**src/rtl/rf_read_arbiter_if.sv**
```systemverilog
// Register-file read-port bundle: requests, grants, mux select/data, response.
// master = requester/mux side, slave = arbiter side.
interface rf_read_arbiter_if #(
  parameter int NREQ = 4,
  parameter int DW   = 64,
  parameter int IDW  = 2
);
  logic [NREQ-1:0]   req;
  logic [NREQ*5-1:0] addr;
  logic              stall;
  logic [NREQ-1:0]   gnt;
  logic [4:0]        rd_sel;
  logic [DW-1:0]     rd_data;
  logic              rsp_valid;
  logic [IDW-1:0]    rsp_id;
  logic [DW-1:0]     rsp_data;

  modport master (
    output req, addr, stall, rd_data,
    input  gnt, rd_sel,
    input  rsp_valid, rsp_id, rsp_data
  );

  modport slave (
    input  req, addr, stall, rd_data,
    output gnt, rd_sel,
    output rsp_valid, rsp_id, rsp_data
  );
endinterface

```
**src/rtl/rf_read_arbiter.sv**
```systemverilog
// Round-robin arbiter sharing one RF read port; ports: clk, reset (async, low), bus (slave).
// Optional macro RF_ARB_PRIO0_EN: requester 0 gets fixed absolute priority.
module rf_read_arbiter #(
  parameter int NREQ = 4,
  parameter int DW   = 64,
  parameter int IDW  = 2
) (
  input  logic               clk,
  input  logic               reset,
  rf_read_arbiter_if.slave   bus
);

  logic [IDW-1:0]  last;
  logic [IDW-1:0]  win;
  logic            found;
  logic            grant;
  logic            upd_last;
  logic [NREQ-1:0] gnt_c;
  logic [4:0]      sel_c;
  logic            rsp_valid_q;
  logic [IDW-1:0]  rsp_id_q;
  logic [DW-1:0]   rsp_data_q;

  // Scan last+1 .. last+NREQ; the IDW-bit add wraps modulo NREQ.
  always_comb begin
    found = 1'b0;
    win   = '0;
`ifdef RF_ARB_PRIO0_EN
    if (bus.req[0]) begin
      found = 1'b1;
      win   = '0;
    end else begin
      for (int k = 1; k <= NREQ; k++) begin
        logic [IDW-1:0] idx;
        idx = last + IDW'(k);
        if (!found && idx != '0 && bus.req[idx]) begin
          found = 1'b1;
          win   = idx;
        end
      end
    end
`else
    for (int k = 1; k <= NREQ; k++) begin
      logic [IDW-1:0] idx;
      idx = last + IDW'(k);
      if (!found && bus.req[idx]) begin
        found = 1'b1;
        win   = idx;
      end
    end
`endif
  end

  assign grant = found && !bus.stall;

`ifdef RF_ARB_PRIO0_EN
  // Priority grants to requester 0 leave the rotation untouched.
  assign upd_last = grant && (win != '0);
`else
  assign upd_last = grant;
`endif

  always_comb begin
    gnt_c = '0;
    sel_c = '0;
    for (int i = 0; i < NREQ; i++) begin
      if (grant && win == IDW'(i)) begin
        gnt_c[i] = 1'b1;
        sel_c    = bus.addr[5*i +: 5];
      end
    end
  end

  always_ff @(posedge clk or negedge reset) begin
    if (!reset) begin
      last        <= IDW'(NREQ - 1);
      rsp_valid_q <= 1'b0;
      rsp_id_q    <= '0;
      rsp_data_q  <= '0;
    end else begin
      if (upd_last)
        last <= win;
      rsp_valid_q <= grant;
      if (grant) begin
        rsp_id_q   <= win;
        // Register 31 reads as zero regardless of the mux bank.
        rsp_data_q <= (sel_c == 5'd31) ? '0 : bus.rd_data;
      end
    end
  end

  assign bus.gnt       = gnt_c;
  assign bus.rd_sel    = sel_c;
  assign bus.rsp_valid = rsp_valid_q;
  assign bus.rsp_id    = rsp_id_q;
  assign bus.rsp_data  = rsp_data_q;

endmodule

```
**src/flat_wrapper.sv**
```systemverilog
// flat-port wrapper written by rule: the top's interface ports become plain ports
module rf_read_arbiter_flat 
#(
  parameter int NREQ = 4,
  parameter int DW   = 64,
  parameter int IDW  = 2
)
  (clk, reset, bus_req, bus_addr, bus_stall, bus_rd_data, bus_gnt, bus_rd_sel, bus_rsp_valid, bus_rsp_id, bus_rsp_data);
  rf_read_arbiter_if #(.NREQ(NREQ), .DW(DW), .IDW(IDW)) bus_i ();
  input  logic clk;
  input  logic reset;
  input wire logic [$bits(bus_i.req)-1:0] bus_req;
  input wire logic [$bits(bus_i.addr)-1:0] bus_addr;
  input wire logic [$bits(bus_i.stall)-1:0] bus_stall;
  input wire logic [$bits(bus_i.rd_data)-1:0] bus_rd_data;
  output wire logic [$bits(bus_i.gnt)-1:0] bus_gnt;
  output wire logic [$bits(bus_i.rd_sel)-1:0] bus_rd_sel;
  output wire logic [$bits(bus_i.rsp_valid)-1:0] bus_rsp_valid;
  output wire logic [$bits(bus_i.rsp_id)-1:0] bus_rsp_id;
  output wire logic [$bits(bus_i.rsp_data)-1:0] bus_rsp_data;
  assign bus_i.req = bus_req;
  assign bus_i.addr = bus_addr;
  assign bus_i.stall = bus_stall;
  assign bus_i.rd_data = bus_rd_data;
  assign bus_gnt = bus_i.gnt;
  assign bus_rd_sel = bus_i.rd_sel;
  assign bus_rsp_valid = bus_i.rsp_valid;
  assign bus_rsp_id = bus_i.rsp_id;
  assign bus_rsp_data = bus_i.rsp_data;
  rf_read_arbiter #(.NREQ(NREQ), .DW(DW), .IDW(IDW)) u_core (.clk(clk), .reset(reset), .bus(bus_i));
endmodule
```
**config.mk**
```make
export PLATFORM = sky130hd
export DESIGN_NAME = rf_read_arbiter_flat
export DESIGN_NICKNAME = d
export VERILOG_FILES = /design/src/rtl/rf_read_arbiter_if.sv /design/src/rtl/rf_read_arbiter.sv /design/src/flat_wrapper.sv
export SDC_FILE = /design/constraint.sdc
export NUM_CORES = 1
export LEC_CHECK = 0
export ABC_AREA = 1
export ABC_CLOCK_PERIOD_IN_PS = 2700
export CAP_MARGIN = 20
export CORE_MARGIN = 2
export CORE_UTILIZATION = 42
export DETAILED_ROUTE_END_ITERATION = 10
export PLACE_DENSITY_LB_ADDON = 0.25
export SLEW_MARGIN = 20
export SYNTH_ARGS = -nofsm -noshare
export SYNTH_HDL_FRONTEND = slang
export SYNTH_SLANG_ARGS = --single-unit
export TNS_END_PERCENT = 5
```
**constraint.sdc**
```tcl
create_clock -name clk -period 2.7 [get_ports clk]
set_clock_uncertainty 0.05 [all_clocks]
set_input_delay 0.675 -clock clk [delete_from_list [all_inputs] [get_ports clk]]
set_output_delay 0.675 -clock clk [all_outputs]
set_load 0.01 [all_outputs]
```
# After elaboration in Yosys (flattened, before gate mapping)

Cells that the tools add are included.

Logic and storage cells: 53
Input bits: 91
Register bits: 69
Output and inout port bits: 76

Add/sub/neg operators: 3
Eq/ne operators: 4
Reductions and logical operators: 13
Order comparisons: 4
Multiplexer cells: 25

Operators with widths:

| operator            | number |
|---|---|
| $mux 64             | 1 |
| $mux 5              | 4 |
| $lt 2x3->1 const B  | 4 |
| $mux 1              | 12 |
| $bmux 1 s2          | 4 |
| $logic_and 1x1->1   | 8 |
| $mux 2              | 4 |
| $eq 5x5->1 const B  | 1 |
| $add 2x2->2 const B | 2 |
| $eq 2x2->1 const B  | 2 |
| $logic_not 1->1     | 4 |
| $add 2x1->2 const B | 1 |
| $eq 2x1->1 const B  | 1 |
| $logic_not 2->1     | 1 |

# Depth between registers and ports, before layout

Gate-level depths: netlist of the first run.

Depth in word-level cells: 21
Gate-level depth with buffers: 22
Depth with buffers taken out: 20

# Worst setup path before layout of the first run

Ideal clock, no wire load.

Kind: register to output
From: register u_core.last[0]
To: output port bus_rd_sel[2]
Data required time: 1.975 ns
Setup slack: 0.051 ns
Stages on the path, launching flop included: 15
Path buffers: 1
Arrival time: 1.924 ns
Cells stage by stage: dfstp_2 inv_2 buf_4 nand2_1 nand2_1 nand2_2 nand2_1 inv_1 nand3_1 nand2_2 nand2_1 nor2_2 nand2_1 a21oi_2 inv_1

Longest elaborated chain between the ends: 19
Elaborated cells between the ends (all ways): 38
Those cells by class: add/sub: 3; eq/ne: 3; mux: 20; reduce/logical: 12

Ends and longest elaborated chain:

| item                                                        | RTL line                                     | source |
|---|---|---|
| start: declaration                                          | rf_read_arbiter.sv:13                        | `logic [IDW-1:0] last;` |
| start signal: assignment                                    | rf_read_arbiter.sv:76                        | `last <= IDW'(NREQ - 1);` |
| start signal: assignment                                    | rf_read_arbiter.sv:82                        | `last <= win;` |
| $add 2x1->2                                                 | rf_read_arbiter.sv:45                        | `idx = last + IDW'(k);` |
| $bmux 1 s2                                                  | rf_read_arbiter.sv:46                        | `if (!found && bus.req[idx]) begin` |
| $mux 1 (implied by the code)                                | rf_read_arbiter.sv:46                        |  |
| $mux 1                                                      | rf_read_arbiter.sv:46                        |  |
| $logic_not 1->1                                             | rf_read_arbiter.sv:46                        |  |
| $logic_and 1x1->1                                           | rf_read_arbiter.sv:46                        |  |
| $mux 1                                                      | rf_read_arbiter.sv:46                        |  |
| $logic_not 1->1                                             | rf_read_arbiter.sv:46                        |  |
| $logic_and 1x1->1                                           | rf_read_arbiter.sv:46                        |  |
| $mux 1                                                      | rf_read_arbiter.sv:46                        |  |
| $logic_not 1->1                                             | rf_read_arbiter.sv:46                        |  |
| $logic_and 1x1->1                                           | rf_read_arbiter.sv:46                        |  |
| $mux 2 / $mux 1 (equally long branches)                     | rf_read_arbiter.sv:46                        |  |
| $logic_not 2->1 / $logic_and 1x1->1 (equally long branches) | rf_read_arbiter.sv:67, rf_read_arbiter.sv:54 |  |
| $logic_and 1x1->1                                           | rf_read_arbiter.sv:67                        | `if (grant && win == IDW'(i)) begin` |
| $mux 5 (3 in a row)                                         | rf_read_arbiter.sv:67                        |  |
| $mux 5 (*)                                                  | rf_read_arbiter.sv:67                        |  |
| end: declaration                                            | flat_wrapper.sv:17                           | `output wire logic [$bits(bus_i.rd_sel)-1:0] bus_rd_sel;` |

Every way passes the cells marked *; elsewhere a longest branch is shown, timed or not. The select of a mux whose other input is x is not followed.

# Worst setup path in the final report of the first run

From: register u_core.last[0]
To: output port bus_rd_sel[4]

Same word-level chain as after synthesis.

==> results.md, run 1 <==
* RSZ-0062 raised after global routing: yes
* Syn Inst Count at 545
* Outcome: finished, violations left
* RR Startpoint: u_core.last[0]
* Avg Inst Size Synth at 6.77 um2
* Crit path max fanout at 5
* Period utilization at 120%
* Post-DP HPWL at 7120 um
* Unique masters post-synth at 24
* Crit Path Category: reg -> out
* Crit path time final at 3.24 ns
* Total number of vias at 3850
* I/O Pins at 167
* NumNets Final at 833
* Initial antenna violation count at 0
* Total Routing Usage GR at 21.8%
* DR pass1 iterations at 4
* Die width at 97.8 um
* Post-Syn Area at 3690 um2
* Final slew viol count at 0
* Die footprint at 9560 um2
* Non-Filler Instances at 854
* Largest net degree at the start of global routing at 70
* DP Cell Count at 817
* Max Clk Rate at 0.309 GHz
* Post-synth net total at 636
* FP Rows at 34
* Clk sinks at 69
* VDD IR-drop max at 0.000532 V
* Vias per std cell at 4.51
* Ys Warns at 0
* Diodes inserted at 0
* Area growth syn-to-layout at 65.0%
* Final WL at 10800 um
* Input/output buffers at 166
* Register area share after synthesis at 46.8%
* Gpl congestion at 0.970
* # DRC at 0
* H-tree levels at 3
* First-pass GRT wire length at 17100 um
* Antenna viol nets, final at 0
* Per-cell routed wire length at 12.6 um
* Req. time, crit path at 1.98 ns
* # hold bufs at CTS at 0
* Root Driver: clkbuf_8
* Grt ovf at 0
* Initial Util at 42.8%
* Final Power at 6730 uW
* Slew HR at 57.5%
* Worst Tran Pin Value at 0.638 ns
* Nature of the critical path endpoint: output pin
* Clk buf depth at 2
* WP data arrival at 2.51 ns
* Failing checks: negative setup slack
* Hold Violations, Final at 0
* Initial DRC Count at 102
* Core region area at 8640 um2
* Clock slew seen by the registers of the worst setup and hold paths at 0.08 ns
* Die span in y at 97.8 um
* CTS tree: yes
* P per Cell Area at 1110 nW/um2
* FF+latch count, synth at 69
* Worst-Skew Late Latency at 0.34 ns
* Leak at 0.00329 uW
* Setup Viol. Count Final at 73
* Critical Path Source: u_core.last[0]
* Vias in the first global route at 3826
* Setup crit start kind: flip-flop
* Max cap viols at 0
* Final setup margin at -0.537 ns
* Ratio of cells with drive above 1 in the final layout at 17.8%
* Cts bufs inserted at 9
* Min-delay worst type: in -> async
critical path: stages (launching register included):
cell	delay [ns]
dfstp_2	0.64
clkinvlp_4	0.19
buf_4	0.17
buf_4	0.12
buf_4	0.13
nand3_2	0.09
nand2_4	0.08
buf_4	0.15
nor2_4	0.10
buf_4	0.12
nand3_1	0.06
nand2_1	0.07
nand2_1	0.05
nand2_1	0.07
buf_2	0.13
cell type report:
| class | instances | area [um2] |
|---|---|---|
| fill | 719 | 2540 |
| multi-input combinational | 365 | 1680 |
| tap | 108 | 135 |
| clock buffer | 9 | 124 |
| clock inverter | 6 | 63.8 |
| timing repair buffer | 207 | 2010 |
| inverter | 89 | 340 |
| timing repair inverter | 1 | 7.51 |
| sequential | 69 | 1730 |
kinds of logic after synthesis:
kind of cell           count (synthesis)  synth area share, %
buffers and inverters                111                 12.7
AOI/OAI and AO/OA                      6                 1.12
and+or+nand+nor                      359                 39.3
DFF                                   69                 46.8
per-stage QoR:
step           utilization (%)  TNS, ns  hold WS, ns  area [um2]  worst slack [ns]
6_report                  70.5   -18.94        0.312        6090            -0.537
5_1_grt                   70.5   -30.67        0.348        6090            -0.713
4_1_cts                   68.9   -27.33        0.319        5950            -0.453
3_5_place_dp              64.0   -39.08        0.414        5520            -0.965
3_3_place_gp              64.0   -34.94        0.411        5520            -0.901
2_1_floorplan                -        0        0.329        3690            0.0506
worst paths after layout:
kind                                      endpoint  slack (ns)  cells after the start
min in group clk           u_core.bus.rsp_data[43]        0.43                      2
max reg2reg                 u_core.bus.rsp_data[9]       -0.27                     19
min                        u_core.bus.rsp_data[35]        0.31                      2
max in group asynchronous           u_core.last[0]        1.93                      2
min reg2reg                u_core.bus.rsp_data[43]        0.43                      2
max                                  bus_rd_sel[4]       -0.54                     14
report_power, final:
group	internal (uW)	switching (uW)	total [uW]
Sequential	1520	280	1800
Combinational	2040	2070	4110
Clock	421	405	827
Total	3980	2750	6730
state kept, by name (all words and copies together) (netlist names):
name,flops
u_core.last,2
u_core.bus.rsp_id,2
u_core.bus.rsp_data,64
u_core.bus.rsp_valid,1
cells in the mapped netlist:
cell / n / area share [%]
nor2_4: 2 / 0.61
nand4_1: 2 / 0.34
o21ai_0: 3 / 0.41
a31oi_2: 1 / 0.34
nand3_2: 3 / 0.81
nand2_2: 4 / 0.68
clkbuf_1: 14 / 1.4
inv_2: 6 / 0.61
a21oi_1: 1 / 0.14
nand2_4: 1 / 0.30
buf_6: 6 / 1.8
or2_1: 2 / 0.34
nor2_2: 6 / 1.0
dfstp_2: 2 / 1.4
inv_1: 82 / 8.3
nor2_1: 72 / 7.3
nand2_1: 256 / 26
nor3_1: 1 / 0.14
nand3_1: 9 / 1.2
clkinv_1: 1 / 0.10
dfrtp_1: 67 / 45
buf_4: 2 / 0.41
nand2_8: 1 / 0.54
a21oi_2: 1 / 0.24
timing repair:
item / 4_1_cts / 5_1_grt
pin swaps: 21 / 3
gates resized for setup: 58 / 42
cloned: 1 / 2
setup buffers: 19 / 2
setup endpoints to repair: 73 / 73
routing by layer:
metal  GRT usage (%)  vias to the layer above  wire length, um
met3            6.73                       23              750
met4            7.80                        0              292
met1            27.5                     1741             4630
met2            35.8                      128             5120
li1                -                     1958                -
met5               0                        -                0
cells in the final DEF, fill, tap and decap left out, types with 3 or more instances in the layout:
cell	n
nand2_4	5
nand2_2	34
nor2_1	70
nand3_2	4
buf_4	30
buf_2	7
clkdlybuf4s50_1	152
dlygate4sd2_1	6
dfrtp_1	67
inv_1	81
buf_6	8
nand2_1	222
clkbuf_8	9
clkinv_2	3
clkinvlp_4	3
inv_2	5
nor2_4	9
nand3_1	6
Note: power is estimated with default switching activity, not from simulation.
==> run 2: changes to the inputs <==
--- a/config.mk
+++ b/config.mk
@@ -9,8 +9,9 @@
 export ABC_CLOCK_PERIOD_IN_PS = 2700
 export CAP_MARGIN = 20
 export CORE_MARGIN = 2
-export CORE_UTILIZATION = 42
+export CORE_UTILIZATION = 55
 export DETAILED_ROUTE_END_ITERATION = 10
+export DONT_BUFFER_PORTS = 1
 export PLACE_DENSITY_LB_ADDON = 0.25
 export SLEW_MARGIN = 20
 export SYNTH_ARGS = -nofsm -noshare
==> run 2 against run 1 <==
Design area decreased by 29%. Power decreased by 18%. Global-route usage increased by 1.4 points. The run still ends with negative setup slack left.
==> results.md, run 2 (synthesis gave the netlist of run 1 again) <==
* Cts bufs inserted at 9
* Clk pwr share at 16.4%
* WP data arrival at 2.34 ns
* Outcome: finished, violations left
* Post-DP HPWL at 5730 um
* Final instance area at 4320 um2
* P_int at 3000 uW
* Max cap viols at 0
* Total number of vias at 3127
* Setup slack, reg-to-reg at 0.05 ns
* NumNets Final at 655
* Die span in y at 85.9 um
* # DRC at 0
* Highest-count cells in the layout ignoring fill and taps: nand2_1 (235), inv_1 (79), nor2_1 (70)
* CTS tree: yes
* Worst Tran Pin Value at 0.624 ns
* H-tree levels at 3
* Grt ovf at 0
* Failing checks: negative setup slack
* Die footprint at 7380 um2
* Area growth syn-to-layout at 17.0%
* Psw at 2550 uW
* FF-to-FF End: u_core.bus.rsp_data[7]
* Min-delay worst type: in -> async
* I/O Pins at 167
* Clk sinks at 69
* FP Rows at 29
* Initial Util at 57.5%
* Crit path time final at 3.06 ns
* Clk buf depth at 2
* Root Driver: clkbuf_8
* Area after DPL at 3800 um2
* Worst-Skew Late Latency at 0.33 ns
* Setup crit start kind: flip-flop
* Final Power at 5540 uW
* Antenna viol nets, final at 0
* Ratio of cells with drive above 1 in the final layout at 18.1%
* Slew HR at 58.4%
* Switch share at 45.9%
* Input/output buffers at 0
* Initial antenna violation count at 0
* VDD IR-drop max at 0.000573 V
* Req. time, crit path at 1.98 ns
* Final setup margin at -0.364 ns
* Nature of the critical path endpoint: output pin
* RSZ-0062 raised after global routing: yes
* Per-cell routed wire length at 13.6 um
* Hold Violations, Final at 0
* RR Startpoint: u_core.last[0]
* Period utilization at 113%
* Gate power share at 45.1%
* Clock slew seen by the registers of the worst setup and hold paths at 0.07 ns
* Die width at 85.9 um
* Max Clk Rate at 0.326 GHz
* Multi-input logic area at 1650 um2
* Max FFs per register at 64
* Setup Viol. Count Final at 9
* Core region area at 6420 um2
* Commonest non-fill, non-tap cell in the layout: nand2_1
* DR pass1 iterations at 4
* Leak at 0.00257 uW
* Vias per std cell at 4.85
* Crit path max fanout at 5
* Diodes inserted at 0
* Worst R2R Path Depth at 19
* Crit Path Category: reg -> out
* Largest net degree at the start of global routing at 95
* Setup TNS Final at -2.45 ns
* First-pass GRT wire length at 13600 um
* Gpl congestion at 0.870
* Final WL at 8790 um
* Final slew viol count at 0
* Total Routing Usage GR at 23.2%
* Initial DRC Count at 177
* Register area at 1730 um2
* P per Cell Area at 1280 nW/um2
* Reg power frac at 38.4%
* Filler Cells Inserted at 548
* Vias in the first global route at 3013
-- run 2: how the worst max path moves through the flow --
| stage | startpoint | end | slack (ns) | depth (start not counted) |
|---|---|---|---|---|
| 6_report | u_core.last[0] | bus_rd_sel[0] | -0.36 | 12 |
| 2_1_floorplan | u_core.last[0] | bus_rd_sel[2] | 0.05 | 14 |
| 3_3_place_gp | u_core.last[0] | bus_rd_sel[0] | 0.05 | 14 |
| 5_1_grt | u_core.last[0] | bus_rd_sel[0] | -0.49 | 14 |
| 3_5_place_dp | u_core.last[0] | bus_rd_sel[1] | -0.09 | 14 |
| 4_1_cts | u_core.last[0] | bus_rd_sel[1] | -0.38 | 14 |
-- run 2: cell type report --
class | count | share of cell area (%)
clock buffers | 9 | 2.87
clock inverters | 6 | 2.06
inverters | 89 | 7.90
multi-input cells | 365 | 38.1
repair buffers | 30 | 6.80
flip-flops and latches | 69 | 40.0
well taps | 77 | 2.23
-- run 2: per-layer routing --
layer  track usage (%)  wire [um]  up-vias  share of wire (%)
li1                  -          -     1596                  -
met3              6.83        654       21                7.4
met5                 0          0        -                  0
met2              38.3       4260      118                 48
met4              11.7        249        0                2.8
met1              27.6       3620     1392                 41
-- run 2: critical path, stage by stage (launching register included) --
cell and delay, ns:
dfstp_2 0.62, buf_12 0.13, nand2_1 0.06, nand2_2 0.11, nand2_4 0.08, a31oi_4 0.23, nand3_2 0.12, buf_4 0.16
nor3_2 0.16, nand2_1 0.07, nand3_1 0.10, nand2_2 0.09, inv_2 0.08
-- run 2: what timing repair did --
item / in CTS / in global routing
hold buffers: 1 / 0
cloned: 0 / 0
endpoints found under the hold margin: 67 / 0
buffers inserted: 7 / 6
pin swaps: 7 / 15
endpoints found under the setup margin: 9 / 73
gates resized for setup: 7 / 44
-- run 2: power by group through the flow --
stage	Combinational, uW	Sequential, uW	Clock (uW)
2_1_floorplan	1470	2010	0
3_3_place_gp	1810	2140	0
3_5_place_dp	1890	2140	0
4_1_cts	2100	2130	930
5_1_grt	2800	2180	968
6_report	2500	2130	911
-- run 2: stage by stage --
step	utilization, %	cells	hold WS (ns)	setup slack [ns]
after global placement	59.1	616	0.332	0.0470
after floorplan	-	545	0.329	0.0506
after detailed placement	59.1	616	0.332	-0.0861
after global routing	67.3	645	0.109	-0.490
after CTS	64.2	639	0.110	-0.378
final	67.3	645	0.126	-0.364
==> run 3: changes to the inputs <==
--- a/config.mk
+++ b/config.mk
@@ -9,7 +9,7 @@
 export ABC_CLOCK_PERIOD_IN_PS = 2700
 export CAP_MARGIN = 20
 export CORE_MARGIN = 2
-export CORE_UTILIZATION = 55
+export CORE_UTILIZATION = 40
 export DETAILED_ROUTE_END_ITERATION = 10
 export DONT_BUFFER_PORTS = 1
 export PLACE_DENSITY_LB_ADDON = 0.25
==> run 3 against run 2 <==
The run still ends with negative setup slack left. Global-route usage decreased by 6.3 points. Via count decreased by 0.16%. Die area increased by 36%. Core utilization decreased by 20 points. Setup slack got worse by 0.076 ns. Sequential share of layout area increased by 0.41 points. Design area decreased by 1.0%. Fmax decreased by 2.4%. Critical path depth unchanged. Combinational power decreased by 7%. Sequential power about the same. Power decreased by 4.1%. Critical path type unchanged. Largest cell class unchanged.
==> results.md, run 3 (synthesis gave the netlist of run 1 again) <==
* Max cap viols at 0
* First-pass GRT wire length at 13600 um
* Post-DP HPWL at 5760 um
* Crit path time final at 3.14 ns
* Highest-count cells in the layout ignoring fill and taps: nand2_1 (239), inv_1 (80), nor2_1 (70)
* Cts bufs inserted at 9
* P per Cell Area at 1240 nW/um2
* Clk buf depth at 2
* Ratio of cells with drive above 1 in the final layout at 16.9%
* FP Rows at 35
* Failing checks: negative setup slack
* Leak at 0.00254 uW
* Gpl congestion at 0.948
* Crit path max fanout at 8
* Outcome: finished, violations left
* Input/output buffers at 0
* Vias in the first global route at 2919
* Final Util at 47.0%
* Total number of vias at 3122
* DR pass1 iterations at 4
* WL met3 at 603 um
* Initial Util at 40.5%
* Final setup margin at -0.440 ns
* Final hold slack at 0.128 ns
* Diodes inserted at 0
* Slew HR at 54.7%
* Period utilization at 116%
* Crit Path Category: reg -> out
* Critical Path Source: u_core.last[0]
* WP data arrival at 2.41 ns
* I/O Pins at 167
* NumNets Final at 654
* Initial antenna violation count at 0
* Final WL at 8510 um
* VDD IR-drop max at 0.000452 V
* Die width at 100 um
* Antenna viol nets, final at 0
* Hold Violations, Final at 0
* Setup Viol. Count Final at 73
* Die footprint at 10000 um2
* Nature of the critical path endpoint: output pin
* Largest net degree at the start of global routing at 74
* H-tree levels at 3
* Per-cell routed wire length at 12.5 um
* # DRC at 0
* Area growth syn-to-layout at 15.9%
* Clk sinks at 69
* Max layer used: met4
* Max FFs per register at 64
* RSZ-0062 raised after global routing: yes
* Total Routing Usage GR at 16.9%
* Req. time, crit path at 1.98 ns
* Clock slew seen by the registers of the worst setup and hold paths at 0.07 ns
* Place WS at -0.0439 ns
* Core region area at 9110 um2
* Setup TNS Final at -10.03 ns
* Initial DRC Count at 95
* Root Driver: clkbuf_8
* Met1 WL at 3630 um
* RR Startpoint: u_core.last[0]
* Final slew viol count at 0
* Worst-Skew Late Latency at 0.33 ns
* Commonest non-fill, non-tap cell in the layout: nand2_1
* Min-delay worst type: in -> async
* Worst Tran Pin Value at 0.680 ns
* Die span in y at 100 um
* WL met2 at 4100 um
* CTS tree: yes
* Vias per std cell at 4.60
* Grt ovf at 0
* Setup crit start kind: flip-flop
* Max Clk Rate at 0.318 GHz
==> run 3: final timing paths <==
kind	endpoint	slack, ns	cells past startpoint
worst min register to register	u_core.bus.rsp_data[60]	0.50	2
worst max-delay path	bus_rd_sel[1]	-0.44	12
max in group asynchronous	u_core.bus.rsp_data[22]	2.16	1
worst max register to register	u_core.bus.rsp_data[58]	-0.14	18
min in group clk	u_core.bus.rsp_data[36]	0.47	4
worst min-delay path	u_core.last[1]	0.13	0
==> run 3: area by class of cell <==
| type | count | area (um2) |
|---|---|---|
| clock buffer | 11 | 151 |
| timing repair inverter | 1 | 7.51 |
| inverter | 89 | 339 |
| timing repair buffer | 28 | 267 |
| clock inverter | 5 | 58.8 |
| sequential | 69 | 1730 |
| multi-input combinational | 365 | 1590 |
| fill | 949 | 4830 |
| tap | 111 | 139 |
==> run 3: what timing repair did <==
action / CTS / global route
setup endpoints to repair: 9 / 73
gates resized for setup: 10 / 26
hold endpoints to repair: 67 / 0
pin swaps: 8 / 12
hold buffers: 1 / 0
gates cloned: 1 / 0
buffers inserted: 8 / 2
==> run 3: report_power, final <==
group          switching, uW  internal, uW  leakage (uW)
registers                610          1520      0.000838
logic                   1410           908       0.00160
clock network            392           477      0.000102
==> run 3: metrics by stage <==
stage               total power, uW  cells  cell area [um2]
CTS                            5180    677             4190
floorplan                      3480    545             3690
detailed placement             4040    651             3850
finish                         5320    679             4280
global placement               3980    651             3850
global route                   5760    679             4280
==> run 3: routing by layer <==
layer,global-route usage (%),up-vias
met4,7.69,0
met5,0,-
li1,-,1596
met2,27.6,120
met3,4.94,17
met1,20.8,1389
==> run 3: worst max-delay path, cell delays in order (launching register included) <==
cell,delay (ns)
dfstp_2,0.67
clkinvlp_4,0.18
nand2_1,0.10
nand3_2,0.08
nand2_2,0.10
nand4_1,0.20
nand3_2,0.16
nand2_4,0.08
nor2_4,0.11
inv_2,0.05
or2_1,0.22
nand2_2,0.09
inv_2,0.05
